File: config.mk
export PLATFORM = sky130hd
export DESIGN_NAME = bus_uart_tx_flat
export DESIGN_NICKNAME = d
export VERILOG_FILES = /design/src/rtl/bus_uart_pkg.sv /design/src/rtl/bus_uart_tx_if.sv /design/src/rtl/sync_fifo.sv /design/src/rtl/bus_uart_tx.sv /design/src/flat_wrapper.sv
export SDC_FILE = /design/constraint.sdc
export NUM_CORES = 1
export LEC_CHECK = 0
export BUFFER_PORTS_ARGS = -buffer_cell sky130_fd_sc_hd__buf_2
export CORE_ASPECT_RATIO = 0.8
export CORE_MARGIN = 2
export CORE_UTILIZATION = 35
export CTS_CLUSTER_DIAMETER = 30
export DETAILED_ROUTE_END_ITERATION = 16
export PLACE_DENSITY = 0.57
export SLEW_MARGIN = 20
export SYNTH_ARGS = -nofsm -noshare
export SYNTH_HDL_FRONTEND = slang
export SYNTH_SLANG_ARGS = --single-unit
File: constraint.sdc
create_clock -name clk -period 4.7 [get_ports clk]
set_input_delay 0.235 -clock clk [delete_from_list [all_inputs] [get_ports clk]]
set_output_delay 0.235 -clock clk [all_outputs]
set_load 0.005 [all_outputs]
File: src/rtl/bus_uart_pkg.sv
`default_nettype none
// ============================================================================
// Module      : bus_uart_pkg
// Description : Shared register offsets, bit indices and FSM encoding for
//               the memory-mapped UART transmitter.
// Revision    : 1.0 - initial release
// ============================================================================
package bus_uart_pkg;

    // Register offsets, decoded from s_addr[3:2]
    localparam logic [1:0] REG_CTRL   = 2'd0;
    localparam logic [1:0] REG_STATUS = 2'd1;
    localparam logic [1:0] REG_TXDATA = 2'd2;
    localparam logic [1:0] REG_BAUD   = 2'd3;

    localparam int CTRL_TX_EN    = 0;
    localparam int CTRL_FIFO_CLR = 1;
    localparam int CTRL_IRQ_EN   = 2;

    localparam int STAT_BUSY  = 0;
    localparam int STAT_FULL  = 1;
    localparam int STAT_EMPTY = 2;
    localparam int STAT_OVF   = 3;

    localparam logic [1:0] FSM_IDLE  = 2'd0;
    localparam logic [1:0] FSM_START = 2'd1;
    localparam logic [1:0] FSM_DATA  = 2'd2;
    localparam logic [1:0] FSM_STOP  = 2'd3;

endpackage
`default_nettype wire

File: src/rtl/bus_uart_tx_if.sv
`default_nettype none
// ============================================================================
// Module      : bus_uart_tx_if
// Description : biu slave-port bundle for the UART transmitter.
// Revision    : 1.0 - initial release
// ============================================================================
interface bus_uart_tx_if;
    logic        s_we;
    logic [31:0] s_addr;
    logic [3:0]  s_addr_sel;
    logic [31:0] s_wdata;
    logic [31:0] s_rdata;

    modport master (output s_we, output s_addr, output s_addr_sel,
                    output s_wdata, input s_rdata);
    modport slave  (input s_we, input s_addr, input s_addr_sel,
                    input s_wdata, output s_rdata);
endinterface
`default_nettype wire

File: src/rtl/sync_fifo.sv
`default_nettype none
// ============================================================================
// Module      : sync_fifo
// Description : Synchronous first-word-fall-through FIFO, power-of-2 depth.
// Revision    : 1.0 - initial release
// ============================================================================
module sync_fifo #(
    parameter int WIDTH = 8,
    parameter int DEPTH = 8
) (
    input  wire logic                       clk,
    input  wire logic                       rst,
    input  wire logic                       push,
    input  wire logic                       pop,
    input  wire logic                       clr,
    input  wire logic [WIDTH-1:0]           wdata,
    output logic      [WIDTH-1:0]           rdata,
    output logic                            full,
    output logic                            empty,
    output logic      [$clog2(DEPTH+1)-1:0] count
);

    localparam int AW = $clog2(DEPTH);
    localparam int CW = $clog2(DEPTH + 1);
    localparam logic [CW-1:0] c_one   = CW'(1);
    localparam logic [CW-1:0] c_depth = CW'(DEPTH);
    localparam logic [AW-1:0] c_ptr_one = AW'(1);

    logic [WIDTH-1:0] r_mem [DEPTH];
    logic [AW-1:0]    r_wptr;
    logic [AW-1:0]    r_rptr;
    logic [CW-1:0]    r_count;
    logic             w_push_ok;
    logic             w_pop_ok;

    assign full      = (r_count == c_depth);
    assign empty     = (r_count == '0);
    assign count     = r_count;
    assign rdata     = r_mem[r_rptr];
    assign w_push_ok = push & ~full;
    assign w_pop_ok  = pop & ~empty;

    always_ff @(posedge clk) begin
        if (w_push_ok && !clr && !rst) begin
            r_mem[r_wptr] <= wdata;
        end
    end

    always_ff @(posedge clk) begin
        if (rst || clr) begin
            r_wptr  <= '0;
            r_rptr  <= '0;
            r_count <= '0;
        end else begin
            if (w_push_ok) begin
                r_wptr <= r_wptr + c_ptr_one;
            end
            if (w_pop_ok) begin
                r_rptr <= r_rptr + c_ptr_one;
            end
            case ({w_push_ok, w_pop_ok})
                2'b10:   r_count <= r_count + c_one;
                2'b01:   r_count <= r_count - c_one;
                default: r_count <= r_count;
            endcase
        end
    end

endmodule
`default_nettype wire

File: src/rtl/bus_uart_tx.sv
`default_nettype none
// ============================================================================
// Module      : bus_uart_tx
// Description : Memory-mapped 8N1 UART transmitter with TX FIFO.
// Revision    : 1.0 - initial release
// ============================================================================
module bus_uart_tx
    import bus_uart_pkg::*;
#(
    parameter int          FIFO_DEPTH  = 8,
    parameter logic [15:0] DEFAULT_DIV = 16'd433
) (
    input  wire logic   clk,
    input  wire logic   rst,
    bus_uart_tx_if.slave bus,
    output logic        uart_tx,
    output logic        tx_irq
);

    localparam int CW = $clog2(FIFO_DEPTH + 1);

    logic          r_tx_en;
    logic          r_irq_en;
    logic          r_ovf;
    logic [15:0]   r_baud_div;
    logic [1:0]    r_state;
    logic [15:0]   r_baud_cnt;
    logic [2:0]    r_bit_idx;
    logic [7:0]    r_shift;
    logic          r_tx;

    logic [1:0]    w_reg;
    logic          w_wr_ctrl;
    logic          w_wr_status;
    logic          w_wr_tx;
    logic          w_wr_baud;
    logic          w_fifo_clr;
    logic          w_push;
    logic          w_pop;
    logic          w_can_pop;
    logic          w_bit_end;
    logic          w_busy;
    logic          w_full;
    logic          w_empty;
    logic [7:0]    w_fifo_rdata;
    logic [CW-1:0] w_count;
    logic [15:0]   w_count_ext;
    logic          w_unused;

    assign w_reg       = bus.s_addr[3:2];
    assign w_wr_ctrl   = bus.s_we && (w_reg == REG_CTRL);
    assign w_wr_status = bus.s_we && (w_reg == REG_STATUS);
    assign w_wr_tx     = bus.s_we && (w_reg == REG_TXDATA);
    assign w_wr_baud   = bus.s_we && (w_reg == REG_BAUD);
    assign w_fifo_clr  = w_wr_ctrl && bus.s_addr_sel[0] && bus.s_wdata[CTRL_FIFO_CLR];
    assign w_push      = w_wr_tx && bus.s_addr_sel[0] && !w_fifo_clr;
    assign w_busy      = (r_state != FSM_IDLE);
    assign w_bit_end   = (r_baud_cnt == 16'd0);
    // A clear in the same cycle also blocks the pop so no discarded byte escapes
    assign w_can_pop   = r_tx_en && !w_empty && !w_fifo_clr;
    assign w_pop       = w_can_pop && ((r_state == FSM_IDLE) ||
                                       ((r_state == FSM_STOP) && w_bit_end));
    assign w_count_ext = 16'(w_count);
    assign uart_tx     = r_tx;
    assign tx_irq      = r_irq_en && w_empty && !w_busy;
    assign w_unused    = ^{bus.s_addr[31:4], bus.s_addr[1:0], bus.s_addr_sel[3:2],
                           bus.s_wdata[31:16], w_count_ext[15:8]};

    sync_fifo #(
        .WIDTH (8),
        .DEPTH (FIFO_DEPTH)
    ) u_fifo (
        .clk   (clk),
        .rst   (rst),
        .push  (w_push),
        .pop   (w_pop),
        .clr   (w_fifo_clr),
        .wdata (bus.s_wdata[7:0]),
        .rdata (w_fifo_rdata),
        .full  (w_full),
        .empty (w_empty),
        .count (w_count)
    );

    always_ff @(posedge clk) begin
        if (rst) begin
            r_tx_en    <= 1'b0;
            r_irq_en   <= 1'b0;
            r_ovf      <= 1'b0;
            r_baud_div <= DEFAULT_DIV;
        end else begin
            if (w_wr_ctrl && bus.s_addr_sel[0]) begin
                r_tx_en  <= bus.s_wdata[CTRL_TX_EN];
                r_irq_en <= bus.s_wdata[CTRL_IRQ_EN];
            end
            // Full is judged before any same-cycle pop
            if (w_push && w_full) begin
                r_ovf <= 1'b1;
            end else if (w_wr_status && bus.s_addr_sel[0] && bus.s_wdata[STAT_OVF]) begin
                r_ovf <= 1'b0;
            end
            if (w_wr_baud && bus.s_addr_sel[0]) begin
                r_baud_div[7:0] <= bus.s_wdata[7:0];
            end
            if (w_wr_baud && bus.s_addr_sel[1]) begin
                r_baud_div[15:8] <= bus.s_wdata[15:8];
            end
        end
    end

    always_ff @(posedge clk) begin
        if (rst) begin
            r_state    <= FSM_IDLE;
            r_tx       <= 1'b1;
            r_baud_cnt <= 16'd0;
            r_bit_idx  <= 3'd0;
            r_shift    <= 8'd0;
        end else begin
            case (r_state)
                FSM_IDLE: begin
                    if (w_pop) begin
                        r_shift    <= w_fifo_rdata;
                        r_baud_cnt <= r_baud_div;
                        r_tx       <= 1'b0;
                        r_state    <= FSM_START;
                    end
                end
                FSM_START: begin
                    if (w_bit_end) begin
                        r_tx       <= r_shift[0];
                        r_shift    <= {1'b0, r_shift[7:1]};
                        r_bit_idx  <= 3'd0;
                        r_baud_cnt <= r_baud_div;
                        r_state    <= FSM_DATA;
                    end else begin
                        r_baud_cnt <= r_baud_cnt - 16'd1;
                    end
                end
                FSM_DATA: begin
                    if (w_bit_end) begin
                        r_baud_cnt <= r_baud_div;
                        if (r_bit_idx == 3'd7) begin
                            r_tx    <= 1'b1;
                            r_state <= FSM_STOP;
                        end else begin
                            r_tx      <= r_shift[0];
                            r_shift   <= {1'b0, r_shift[7:1]};
                            r_bit_idx <= r_bit_idx + 3'd1;
                        end
                    end else begin
                        r_baud_cnt <= r_baud_cnt - 16'd1;
                    end
                end
                default: begin
                    if (w_bit_end) begin
                        if (w_pop) begin
                            r_shift    <= w_fifo_rdata;
                            r_baud_cnt <= r_baud_div;
                            r_tx       <= 1'b0;
                            r_state    <= FSM_START;
                        end else begin
                            r_state <= FSM_IDLE;
                        end
                    end else begin
                        r_baud_cnt <= r_baud_cnt - 16'd1;
                    end
                end
            endcase
        end
    end

    always_comb begin
        bus.s_rdata = 32'd0;
        case (w_reg)
            REG_CTRL:   bus.s_rdata = {29'd0, r_irq_en, 1'b0, r_tx_en};
            REG_STATUS: bus.s_rdata = {16'd0, w_count_ext[7:0], 4'd0,
                                       r_ovf, w_empty, w_full, w_busy};
            REG_BAUD:   bus.s_rdata = {16'd0, r_baud_div};
            default:    bus.s_rdata = 32'd0;
        endcase
    end

endmodule
`default_nettype wire

File: src/flat_wrapper.sv
// flat-port wrapper written by rule: the top's interface ports become plain ports
module bus_uart_tx_flat import bus_uart_pkg::*;
#(
    parameter int          FIFO_DEPTH  = 8,
    parameter logic [15:0] DEFAULT_DIV = 16'd433
)
  (clk, rst, uart_tx, tx_irq, bus_s_we, bus_s_addr, bus_s_addr_sel, bus_s_wdata, bus_s_rdata);
  bus_uart_tx_if bus_i ();
  input  wire logic clk;
  input  wire logic rst;
  output logic uart_tx;
  output logic tx_irq;
  input wire logic [$bits(bus_i.s_we)-1:0] bus_s_we;
  input wire logic [$bits(bus_i.s_addr)-1:0] bus_s_addr;
  input wire logic [$bits(bus_i.s_addr_sel)-1:0] bus_s_addr_sel;
  input wire logic [$bits(bus_i.s_wdata)-1:0] bus_s_wdata;
  output wire logic [$bits(bus_i.s_rdata)-1:0] bus_s_rdata;
  assign bus_i.s_we = bus_s_we;
  assign bus_i.s_addr = bus_s_addr;
  assign bus_i.s_addr_sel = bus_s_addr_sel;
  assign bus_i.s_wdata = bus_s_wdata;
  assign bus_s_rdata = bus_i.s_rdata;
  bus_uart_tx #(.FIFO_DEPTH(FIFO_DEPTH), .DEFAULT_DIV(DEFAULT_DIV)) u_core (.clk(clk), .rst(rst), .bus(bus_i), .uart_tx(uart_tx), .tx_irq(tx_irq));
endmodule
**After elaboration in Yosys (flattened, before gate mapping)**

Memories as Yosys holds them, arrays and structs flattened. A register that Yosys moved wholly into a read port is not among the register bits.
Cells that the tools add are included.

- Register bits: 59
- Bits in writable memories: 64
- Bits of input ports: 71
- Memories: 1

Memories:

| name | words | width | read ports | clocked after memory_dff | write ports | RTL line | source |
|---|---|---|---|---|---|---|---|
| u_core.u_fifo.r_mem | 8 | 8 | 1 | 1 | 1 | sync_fifo.sv:29 | `logic [WIDTH-1:0] r_mem [DEPTH];` |

- Add/sub/neg operators: 6
- Equal/unequal tests: 15
- Muxes and demuxes: 35
- Bitwise logic cells: 4
- Reductions and logical operators: 41

Operator list:

| kind | number |
|---|---|
| $mux W16 | 3 |
| $pmux W16 S3 | 1 |
| $mux W8 | 5 |
| $pmux W16 S2 | 1 |
| $pmux W8 S3 | 1 |
| $logic_and A1 B1 Y1 | 21 |
| $logic_not A16 Y1 | 1 |
| $sub A16 B1 Y16 const B | 1 |
| $mux W3 | 5 |
| $eq A2 B2 Y1 const B | 5 |
| $mux W1 | 10 |
| $mux W2 | 5 |
| $reduce_bool A2 Y1 | 5 |
| $add A3 B1 Y3 const B | 3 |
| $pmux W4 S2 | 1 |
| $reduce_and A4 Y1 | 2 |
| $eq A2 B1 Y1 const B | 3 |
| $ne A2 B1 Y1 const B | 3 |
| $pmux W2 S3 | 1 |
| $pmux W3 S2 | 1 |
| $reduce_and A5 Y1 | 1 |
| $add A4 B1 Y4 const B | 1 |
| $eq A4 B4 Y1 const B | 1 |
| $logic_not A1 Y1 | 4 |
| 11 further kinds | 16 |

**Logic depth before layout (Yosys ltp)**

- Depth after elaboration: 11
- Gate-level depth with buffers: 14
- Depth with buffers taken out: 13

**Cells and area by module**

A second synthesis with hierarchy kept.

- Cell total of the unflattened synthesis: 600
- Area total of the unflattened synthesis: 6637.6 µm²

By module, submodules not included:

| module | times used | cells an instance | area each (µm²) |
|---|---|---|---|
| bus_uart_tx | 1 | 430 | 3509.6 |
| sync_fifo | 1 | 170 | 3128.0 |

**Worst setup path after synthesis**

OpenSTA, ideal clock, no wires.

- Kind: register to register
- Start: reg u_core.r_baud_cnt[0]
- End: reg u_core.u_fifo.r_count[2] (netlist: u_core.u_fifo.count[2])
- Library setup time: 0.071 ns
- Arrival: 3.034 ns
- Required time: 4.629 ns
- Path slack: 1.595 ns
- Stages on the path, launching flop included: 15
- Path buffers: 1
- Cell sequence: dfxtp_1 inv_1 ha_1 clkbuf_1 or3b_2 nor4_4 a21oi_2 nor2_1 ha_1 xor2_1 ha_1 a21oi_1 xor2_1 or3_1 a21oi_1

- Longest elaborated chain between the ends: 7
- Elaborated cells on any way between the ends: 9

Ends and longest elaborated chain:

| item | RTL line | source |
|---|---|---|
| start: declaration | bus_uart_tx.sv:27 | `logic [15:0] r_baud_cnt;` |
| start signal: assignment | bus_uart_tx.sv:123 | `r_baud_cnt <= r_baud_div;` |
| start signal: assignment | bus_uart_tx.sv:133 | `r_baud_cnt <= r_baud_div;` |
| start signal: assignment | bus_uart_tx.sv:136 | `r_baud_cnt <= r_baud_cnt - 16'd1;` |
| $logic_not A16 Y1 * | bus_uart_tx.sv:58 | `assign w_bit_end = (r_baud_cnt == 16'd0);` |
| $logic_and A1 B1 Y1 * | bus_uart_tx.sv:62 | `((r_state == FSM_STOP) && w_bit_end));` |
| $logic_or A1 B1 Y1 * | bus_uart_tx.sv:61 | `assign w_pop = w_can_pop && ((r_state == FSM_IDLE) \|\|` |
| $logic_and A1 B1 Y1 * | bus_uart_tx.sv:61 |  |
| $and A1 B1 Y1 * | sync_fifo.sv:41 | `assign w_pop_ok = pop & ~empty;` |
| net u_core.u_fifo.w_pop_ok | sync_fifo.sv:34 | `logic w_pop_ok;` |
| $eq A2 B1 Y1 / $eq A2 B2 Y1 (equally long branches) | sync_fifo.sv:61 | `case ({w_push_ok, w_pop_ok})` |
| $pmux W4 S2 / $reduce_bool A2 Y1 (equally long branches) | - |  |
| end signal: assignment | sync_fifo.sv:62 | `2'b10: r_count <= r_count + c_one;` |
| end signal: assignment | sync_fifo.sv:63 | `2'b01: r_count <= r_count - c_one;` |
| end signal: assignment | sync_fifo.sv:64 | `default: r_count <= r_count;` |
| end: declaration | sync_fifo.sv:32 | `logic [CW-1:0] r_count;` |

The timed path passes the listed nets; every way through them passes the cells marked *.
A chain may end at the register's enable or synchronous reset.

**Worst setup path in the final report**

Same ends and word-level chain as after synthesis.

==> results.md <==
Outcome
• complete, no violations — run status

Global route
• 58 — pin count of the biggest net entering global routing
• 0 — overflow left after global routing
• 0 — antenna violations before repair
• 0.1652 — overall global routing resource usage
• 4760 — vias in the first global route
• 25050 µm — first-pass GRT wire length

Yosys
• 10.87 µm² — Avg Synthesized Cell Area
• 126 — number of register bits inferred by synthesis
• 0.4908 — proportion of synthesized chip area in sequential cells
• sky130_fd_sc_hd__edfxtp_1 — primary flip-flop cell chosen by synthesis mapping
• 64 — number of enable flip-flop cells after synthesis
• 6445 µm² — total standard cell area after synthesis
• 593 — count of mapped cells out of synthesis
• 0 — ys async rst share
• 0 — Synthesis Warnings
• 69 — unique cell type count in the Yosys netlist

Run
• 0 — number of max-cap violations

Power
• 284.7 µV — worst IR drop on VDD
• 1.217 mW — Switch Pwr
• 0.346 — Reg power frac
• 2.707 nW — Static Leakage
• 0.299 — combinational fraction of design power
• 0.3421 — Net Sw Frac
• 480.6 nW/µm² — power density over cell area
• 2.341 mW — Internal Power
• 0.355 — Clock power frac

Setup path
• 3670 ps — arrival time of data at the critical path endpoint
• 5040 ps — data required time of the critical path
• flop — critical path launch point type
• flop — Crit. End Element
• reg2reg — kind of critical path
• 1370 ps — register-to-register path setup slack
• 8 — Worst Path Max Fanout

Placed design
• 40 — port buffer count
• 1426 ps — worst setup slack after placement
• 0.8699 — routability cong.
• 10500 µm — DPL Wire Length

Clock network
• 17 — number of buffers added by the clock tree synthesis step
• 2 — maximum number of buffers from clock root to sink
• 0 — number of instances resized during post-cts repair
• 4 — number of H-tree levels
• built — clock tree from TritonCTS
• 420 ps — clock insertion delay at the later pin of the skew report
• 60 ps — clock transition at the registers of the reported paths
• 0 — hold buffers post-CTS
• 0 — number of setup buffers added after CTS
• 126 — Sinks on Clock Net
• sky130_fd_sc_hd__clkbuf_16 — master cell of the clock root buffer

Routing
• 15470 µm — Routed WL
• 5 — drt pass-1 iters
• 5.559 — drt via density
• 4825 — via count
• 0 — DR DRC count
• 17.82 µm — routed length per instance
• 0 — Final ANT Viol Nets
• 361 — First DRT Iteration DRCs

STA
• 0 — final setup vio count
• 3330 ps — post-layout minimum cycle time
• 0.4166 — Max transition margin
• 0.3003 GHz — top achievable clock speed
• 1370 ps — minimum setup slack in the final design
• 0 — number of max-slew violations in the final report
• 871.8 ps — worst slew pin tran
• 0 ps — Fin Setup TNS
• false — setup repair after global routing missed its margin
• 0 — Hold Vio Cnt, Final
• 5.943 ps — post-route clock skew
• 0.7086 — part of the cycle the worst path needs

Floorplan
• 44 — total number of placement rows
• 125.4 µm — y dimension of the die
• 18110 µm² — Placeable Area
• 155.7 µm — x dimension of the die
• 105 — I/O pin cnt
• 19520 µm² — die area
• 0.3558 — Starting Density

Finish
• 708 — NumNets Final
• sky130_fd_sc_hd__edfxtp_1 — most common library cell in the layout ignoring fill and taps
• 0 — Diodes inserted
• 0.1897 — proportion of layout cells with a drive suffix above 1
• sky130_fd_sc_hd__edfxtp_1 (64), sky130_fd_sc_hd__dfxtp_1 (61), sky130_fd_sc_hd__nand2_1 (57) — most frequent cells in the layout
• 14.87% — Syn-to-layout area delta

Worst hold path
• in2reg — worst hold-check path type

[cell type report]
type | instances | area [µm²]
clock inverters | 14 | 135.1
fillers | 1691 | 10710
inverters | 8 | 30.03
repair buffers | 53 | 297.8
clock buffers | 18 | 429.2
well taps | 230 | 287.8
multi-input cells | 419 | 3059
flip-flops and latches | 126 | 3164
[sequential cells by signal (all words and copies together) (netlist names), named ones only]
signal                cells
u_core.r_baud_div        16
u_core.r_state            2
u_core.uart_tx            1
u_core.r_bit_idx          3
u_core.u_fifo.count       4
u_core.r_shift            8
u_core.u_fifo.r_mem      64
u_core.u_fifo.r_rptr      3
u_core.r_tx_en            1
u_core.r_ovf              1
u_core.r_baud_cnt        16
u_core.r_irq_en           1
u_core.u_fifo.r_wptr      3
[cell families after synthesis]
kind of cell	count (synthesis)	share of synthesized area
simple gates	191	0.1666
other cells	1	0.0005819
mux	45	0.1019
buf+inv	63	0.04795
compound gates	141	0.1499
xor+xnor	14	0.01902
fa+ha+maj	12	0.02330
flops	126	0.4908
[stage by stage]
step / instances / utilization / power [mW] / instance area [µm²] / hold WS, ps
floorplan: 608 / - / 2.026 / 6501 / 333.9
global placement: 836 / 0.3766 / 2.272 / 6820 / 456.8
detailed placement: 836 / 0.3766 / 2.299 / 6820 / 454.3
CTS: 868 / 0.4077 / 3.559 / 7385 / 16.70
global route: 868 / 0.4087 / 3.762 / 7403 / 53.40
finish: 868 / 0.4087 / 3.558 / 7403 / 33.83
[power by group through the flow]
stage	Clock [mW]	Sequential (mW)	Combinational, mW
global route	1.34	1.24	1.19
floorplan	0	1.24	0.787
finish	1.26	1.23	1.06
CTS	1.28	1.23	1.05
detailed placement	0	1.25	1.05
global placement	0	1.25	1.02
[critical path, stage by stage (launching register included)]
cell and delay (ps):
sky130_fd_sc_hd__dfxtp_1 380, sky130_fd_sc_hd__inv_1 110, sky130_fd_sc_hd__ha_1 340, sky130_fd_sc_hd__or3b_2 540
sky130_fd_sc_hd__nor4_4 200, sky130_fd_sc_hd__a21oi_2 160, sky130_fd_sc_hd__nor2_1 210, sky130_fd_sc_hd__ha_1 280
sky130_fd_sc_hd__xor2_1 190, sky130_fd_sc_hd__ha_1 160, sky130_fd_sc_hd__a21oi_1 50, sky130_fd_sc_hd__xor2_1 170
sky130_fd_sc_hd__or3_1 320, sky130_fd_sc_hd__a21oi_1 150
[synth_stat cells, drive strengths merged (3+ instances only)]
cell type,count,area share
nor4,10,0.016
a311oi,6,0.0082
clkbuf,30,0.018
buf,25,0.026
a22oi,3,0.0035
o21ai,31,0.024
nand2,57,0.033
dfxtp,62,0.19
and3,14,0.014
or3,3,0.0029
inv,8,0.0047
nor2,25,0.015
o211ai,6,0.0070
nor4b,5,0.0068
nor2b,13,0.013
o21a,3,0.0035
mux2,5,0.0087
nand4,9,0.0087
xor2,10,0.014
xnor2,4,0.0054
mux4,16,0.056
and2,4,0.0039
a221oi,9,0.013
a22o,10,0.014
nand3,6,0.0047
a21boi,3,0.0035
edfxtp,64,0.30
mux2i,24,0.037
or4,7,0.0099
a21oi,34,0.027
a211o,5,0.0068
nand3b,6,0.0070
a21o,7,0.0082
a211oi,5,0.0058
ha,12,0.023
nand2b,10,0.0097
o31ai,4,0.0047
nor3,12,0.0093
[final timing paths]
kind                                           start                     end  cells past startpoint
worst max-delay path            u_core.r_baud_cnt[0]  u_core.u_fifo.count[2]                     13
worst min-delay path                  bus_s_wdata[8]    u_core.r_baud_div[8]                      3
worst max register to register  u_core.r_baud_cnt[0]  u_core.u_fifo.count[2]                     13
worst min register to register     u_core.r_shift[4]       u_core.r_shift[4]                      1
[metal layers]
metal	share of wire	GRT usage	wire [µm]
met4	0.011	0.06044	172
met1	0.48	0.2325	7470
met5	0	0	0
met2	0.46	0.2535	7088
met3	0.047	0.03258	733
Power figures use the tool's default switching activity.
